<file path="config.mk">
export PLATFORM = sky130hd
export DESIGN_NAME = serial_tx_scheduler
export DESIGN_NICKNAME = d
export VERILOG_FILES = /design/src/rtl/serial_tx_scheduler.sv
export SDC_FILE = /design/constraint.sdc
export NUM_CORES = 1
export LEC_CHECK = 0
export ABC_CLOCK_PERIOD_IN_PS = 6200
export BUFFER_PORTS_ARGS = -buffer_cell sky130_fd_sc_hd__clkbuf_2
export CORE_MARGIN = 3
export CORE_UTILIZATION = 45
export CTS_CLUSTER_DIAMETER = 60
export DETAILED_ROUTE_END_ITERATION = 10
export PLACE_DENSITY_LB_ADDON = 0.05
export SETUP_SLACK_MARGIN = 0.2
export SYNTH_ARGS = -nofsm -noshare
export SYNTH_HDL_FRONTEND = slang
export SYNTH_SLANG_ARGS = --single-unit
export TNS_END_PERCENT = 100
</file>
<file path="constraint.sdc">
create_clock -name clock -period 6.2 [get_ports clock]
set_input_delay 1.24 -clock clock [delete_from_list [all_inputs] [get_ports clock]]
set_output_delay 1.24 -clock clock [all_outputs]
set_load 0.005 [all_outputs]
</file>
<file path="src/rtl/serial_tx_scheduler.sv">
// Round-robin scheduler that shares one serial transmit line between NUM_REQ word producers.
// Frames each accepted word as a start bit (1), data MSB-first, then GAP_BITS idle (0) bits.
module serial_tx_scheduler #(
   parameter int unsigned NUM_REQ    = 4,
   parameter int unsigned WORD_SIZE  = 27,
   parameter int unsigned BIT_CYCLES = 1,
   parameter int unsigned GAP_BITS   = 2,
   parameter int unsigned COUNT_W    = 16
) (
   input  logic                           clock,
   input  logic                           reset,
   input  logic [NUM_REQ-1:0]             req_valid,
   input  logic [NUM_REQ*WORD_SIZE-1:0]   req_data,
   output logic [NUM_REQ-1:0]             req_ready,
   output logic                           serialOut,
   output logic                           busy,
   output logic [$clog2(NUM_REQ)-1:0]     grant_id,
   output logic [COUNT_W-1:0]             word_count
);

   localparam int unsigned ID_W     = $clog2(NUM_REQ);
   localparam int unsigned CYC_W    = $clog2(BIT_CYCLES + 1);
   localparam int unsigned IDX_W    = $clog2(WORD_SIZE) + 1;
   localparam int unsigned GAP_LAST = (GAP_BITS > 0) ? GAP_BITS - 1 : 0;

   typedef enum logic [1:0] {IDLE, START, DATA, GAP} state_t;

   state_t               state, state_nxt;
   logic [WORD_SIZE-1:0] shreg, shreg_nxt;
   logic [ID_W-1:0]      rr_ptr, rr_ptr_nxt;
   logic [ID_W-1:0]      grant_nxt;
   logic [ID_W-1:0]      winner;
   logic                 found;
   int unsigned          cand;
   logic                 ser_nxt;
   logic [COUNT_W-1:0]   count_nxt;
   logic [CYC_W-1:0]     cyc, cyc_nxt;
   logic [IDX_W-1:0]     bit_idx, bit_idx_nxt;
   logic                 bit_done;

   // Round-robin search: first valid index upward from rr_ptr+1, with wrap.
   always_comb begin
      found  = 1'b0;
      winner = '0;
      cand   = 0;
      for (int unsigned i = 1; i <= NUM_REQ; i++) begin
         cand = (32'(rr_ptr) + i) % NUM_REQ;
         if (!found && req_valid[ID_W'(cand)]) begin
            found  = 1'b1;
            winner = ID_W'(cand);
         end
      end
   end

   always_comb begin
      req_ready = '0;
      if (state == IDLE && found) req_ready[winner] = 1'b1;
   end

   assign busy     = (state != IDLE);
   assign bit_done = (cyc == CYC_W'(BIT_CYCLES - 1));

   // Next-state and next-register logic; every register holds unless changed below.
   always_comb begin
      state_nxt   = state;
      shreg_nxt   = shreg;
      rr_ptr_nxt  = rr_ptr;
      grant_nxt   = grant_id;
      ser_nxt     = serialOut;
      count_nxt   = word_count;
      cyc_nxt     = cyc;
      bit_idx_nxt = bit_idx;

      if (state != IDLE) cyc_nxt = bit_done ? '0 : cyc + CYC_W'(1);

      case (state)
         IDLE: begin
            ser_nxt = 1'b0;
            if (found) begin
               shreg_nxt  = req_data[32'(winner)*WORD_SIZE +: WORD_SIZE];
               rr_ptr_nxt = winner;
               grant_nxt  = winner;
               ser_nxt    = 1'b1;
               cyc_nxt    = '0;
               state_nxt  = START;
            end
         end
         START: begin
            if (bit_done) begin
               ser_nxt     = shreg[WORD_SIZE-1];
               shreg_nxt   = shreg << 1;
               bit_idx_nxt = IDX_W'(WORD_SIZE - 1);
               state_nxt   = DATA;
            end
         end
         DATA: begin
            if (bit_done) begin
               if (bit_idx == '0) begin
                  ser_nxt = 1'b0;
                  if (GAP_BITS > 0) begin
                     bit_idx_nxt = '0;
                     state_nxt   = GAP;
                  end else begin
                     count_nxt = word_count + COUNT_W'(1);
                     state_nxt = IDLE;
                  end
               end else begin
                  bit_idx_nxt = bit_idx - IDX_W'(1);
                  ser_nxt     = shreg[WORD_SIZE-1];
                  shreg_nxt   = shreg << 1;
               end
            end
         end
         GAP: begin
            ser_nxt = 1'b0;
            if (bit_done) begin
               if (bit_idx == IDX_W'(GAP_LAST)) begin
                  count_nxt = word_count + COUNT_W'(1);
                  state_nxt = IDLE;
               end else begin
                  bit_idx_nxt = bit_idx + IDX_W'(1);
               end
            end
         end
         default: state_nxt = IDLE;
      endcase
   end

   // Reset aborts any frame in flight; rr_ptr starts at the top so requester 0 wins first.
   always_ff @(posedge clock or negedge reset) begin
      if (!reset) begin
         state      <= IDLE;
         shreg      <= '0;
         rr_ptr     <= ID_W'(NUM_REQ - 1);
         grant_id   <= '0;
         serialOut  <= 1'b0;
         word_count <= '0;
         cyc        <= '0;
         bit_idx    <= '0;
      end else begin
         state      <= state_nxt;
         shreg      <= shreg_nxt;
         rr_ptr     <= rr_ptr_nxt;
         grant_id   <= grant_nxt;
         serialOut  <= ser_nxt;
         word_count <= count_nxt;
         cyc        <= cyc_nxt;
         bit_idx    <= bit_idx_nxt;
      end
   end

endmodule

</file>
==> flow_summary_export.csv <==
group,metric,value,unit
detailed_routing,drtPass1Iterations,5,
global_routing,grt_pass1_wl,14800,um
die,die_h,103,um
global_routing,use_met1,0.227,
global_routing,grt_pass1_vias,3249,
yosys,synth_xor_area_frac,0.0332,
critical_path,path_class,"in -> out",
sta,slew_headroom,0.428,
critical_path,path_common_cell,"clkbuf_2",
status,status,"finished clean",
detailed_routing,vias,3390,
sta,slew_violations,0,
critical_path,critPathMaxFanout,6,
sta,finalSetupTns,0,ps
placed_design,place_hpwl,6750,um
sta,fin_skew,5.55,ps
yosys,synth-compound-area-share,0.162,
finish,layout.nets,651,
global_routing,gr-usage-met3,0.0338,
critical_path,endpoint_kind,"primary output",
clocking,htree_levels,3,
sta,finalHoldViolations,0,
critical_path,start_kind,"primary input",
clocking,cts.clk_slew.worst_paths,70,ps
yosys,synth-simple-area-share,0.168,
yosys,yosysSeqAreaShare,0.339,
clocking,cts_made_buffers,9,
global_routing,antenna_found_initial,0,
sta,timing.final.crit_share,0.600,
yosys,ys_ff_latch,57,
global_routing,gr-usage-met2,0.301,
run,drv_cap,0,
die,io_pins,138,
yosys,synthCells,403,
die,floorplan.initialDensity,0.472,
placed_design,io_buffers,137,
die,rows,34,
die,core_area,8930,sq um
detailed_routing,drc,0,
global_routing,grt_usage,0.174,
die,die_area,10600,sq um
clocking,cts_tree,"yes",
clocking,clkSinkCount,57,
clocking,cts_root_buf,"clkbuf_8",
finish,drive_above_1_share,0.437,
critical_path,cp_cell_sequence,"clkbuf_2 > or4_2 > nand2_1 > nor3_1 > clkbuf_2",
critical_path,critical_path.slowest_cell,"or4_2",
min_path,min_path_type,"reg -> reg",
yosys,yosysWarnings,0,
finish,fin_area,5070,sq um
clocking,clkLatencyLatePin,330,ps
pwr,ir_worst_vdd,0.239,mV
die,die_w,103,um
finish,antenna_cells,0,
pwr,power,0.00236,W
yosys,yosys_most_used_dff,"dfrtp_1",
critical_path,critPathRequiredTime,4960,ps
sta,period_minus_slack,3720,ps
yosys,synth.cell_area,4220,sq um
yosys,synthAdderAreaFrac,0.0267,
placed_design,gp_congestion,0.825,
detailed_routing,first_iter_violations,94,
clocking,cts_buffer_depth,2,
detailed_routing,viasPerCell,5.29,
sta,worst-slew-pin-transition,859,ps
yosys,synth_top_family_by_area,"multiplexers",
detailed_routing,routed_wl,9290,um
yosys,ys_types,58,
placed_design,dpl_cell_area,4870,sq um
sta,timing.hold.ws,479,ps
critical_path,slowest_delay,710,ps
critical_path,worstPathArrival,2480,ps
pwr,leakage,2.46,nW
global_routing,grt_max_degree,58,
global_routing,grt-ovfl-total,0,
yosys,async_flop_share,1.00,
yosys,synth_area_per_cell,10.5,sq um
clocking,cts_hold_buf,0,
detailed_routing,wire_per_inst,14.5,um
global_routing,grt_most_used_layer,"met2",
yosys,syn_nets,526,
finish,area_growth,20.2,%
detailed_routing,postRouteAntennaNets,0,
clocking,postCtsResizedCells,0,
sta,fmax,269,MHz
yosys,synth_edf_count,0,
sta,setup_viol,0,
clocking,postCtsSetupRepairBufs,0,
yosys,synthMuxAreaShare,0.213,
pwr,powerDensity,466,nW/um^2
sta,rsz0062_at_grt,"no",
## layout by cell type, fill, tap and decap left out, types with 3 or more instances in the layout
master      n
clkbuf_2  137
nand2_1    72
mux2i_1    55
dfrtp_1    55
mux2_2     30
o221ai_2   26
nor2_1     16
inv_1      11
o21ai_0    10
xor2_1     10
clkbuf_8   10
ha_1        9
nor2b_1     6
nand3_1     6
xnor2_1     6
a21oi_1     4
o21ai_1     3
o211ai_1    3
and3_1      3
nand4_1     3
nor3_2      3
buf_4       3
## cells in the mapped netlist, drive strengths merged (2+ instances only)
| cell type | number | share of area |
|---|---|---|
| nand3 | 10 | 0.020 |
| nor3 | 5 | 0.0095 |
| o31a | 2 | 0.0042 |
| and3 | 3 | 0.0044 |
| nor2b | 6 | 0.0089 |
| or3b | 2 | 0.0047 |
| inv | 11 | 0.0098 |
| a31oi | 2 | 0.0030 |
| and4b | 2 | 0.0047 |
| mux2i | 55 | 0.13 |
| mux2 | 31 | 0.083 |
| nor3b | 2 | 0.0036 |
| o211ai | 3 | 0.0053 |
| o21ai | 14 | 0.017 |
| o221ai | 27 | 0.095 |
| nand4 | 4 | 0.0095 |
| ha | 9 | 0.027 |
| nor4 | 4 | 0.013 |
| buf | 15 | 0.037 |
| nand2b | 2 | 0.0030 |
| o21a | 2 | 0.0036 |
| dfrtp | 55 | 0.33 |
| nor2 | 17 | 0.016 |
| dfstp | 2 | 0.012 |
| o311ai | 2 | 0.0042 |
| xnor2 | 6 | 0.012 |
| xor2 | 10 | 0.021 |
| nand2 | 72 | 0.064 |
| a21oi | 4 | 0.0047 |
| clkbuf | 11 | 0.012 |
## metal layers
| metal | part of all wire | vias to the layer above |
|---|---|---|
| li1 | - | 1722 |
| met1 | 0.46 | 1576 |
| met4 | 0.0082 | 0 |
| met3 | 0.052 | 8 |
| met5 | 0 | - |
| met2 | 0.48 | 84 |
## report_power, final
part           switching, W  total [W]  internal, W
combinational      0.000766    0.00139     0.000620
sequential         0.000103   0.000619     0.000516
clock              0.000159   0.000356     0.000197
total               0.00103    0.00236      0.00133
## flip-flops by register name, indices dropped and copies added (netlist names)
signal      cells
grant_id        2
cyc             1
serialOut       1
bit_idx         6
word_count     16
rr_ptr          2
state           2
shreg          27
## worst max-delay path, delay by kind of cell
family / cells / cell delay, ps
buffers and inverters: 2 / 250
and+or+nand+nor: 3 / 990
## final cells by class
class                   count  area [sq um]
inverters                  11          41.3
flip-flops and latches     57          1430
clock buffers              10           138
clock inverters             6          67.6
fillers                   801          3860
well taps                 108           135
repair buffers            140           708
multi-input cells         309          2550
## cells by family after synthesis
group | Yosys count
AOI/OAI and AO/OA | 65
xor gates and xnor gates | 16
adders and majority gates | 9
buffers and inverters | 37
DFF | 57
muxes | 86
and+or+nand+nor | 133
## metrics by stage
| step | util | setup slack [ps] | std cells |
|---|---|---|---|
| 6_report | 0.568 | 2480 | 641 |
| 5_1_grt | 0.568 | 2410 | 641 |
| 4_1_cts | 0.568 | 2490 | 641 |
| 2_1_floorplan | - | 2760 | 403 |
| 3_5_place_dp | 0.545 | 2490 | 625 |
| 3_3_place_gp | 0.545 | 2510 | 625 |
## worst paths after layout
check / cells past startpoint / end / slack [ps] / startpoint
max reg2reg: 7 / shreg[4]$_DFFE_PN0P_ / 2970 / state[0]$_DFFE_PN0P_
max in group asynchronous: 2 / word_count[0]$_DFFE_PN0P_ / 4670 / reset
min in group asynchronous: 2 / shreg[21]$_DFFE_PN0P_ / 1050 / reset
max: 5 / req_ready[0] / 2480 / req_valid[2]
min reg2reg: 1 / word_count[15]$_DFFE_PN0P_ / 480 / word_count[15]$_DFFE_PN0P_
min: 1 / word_count[15]$_DFFE_PN0P_ / 480 / word_count[15]$_DFFE_PN0P_
Note: power is estimated with default switching activity, not from simulation.
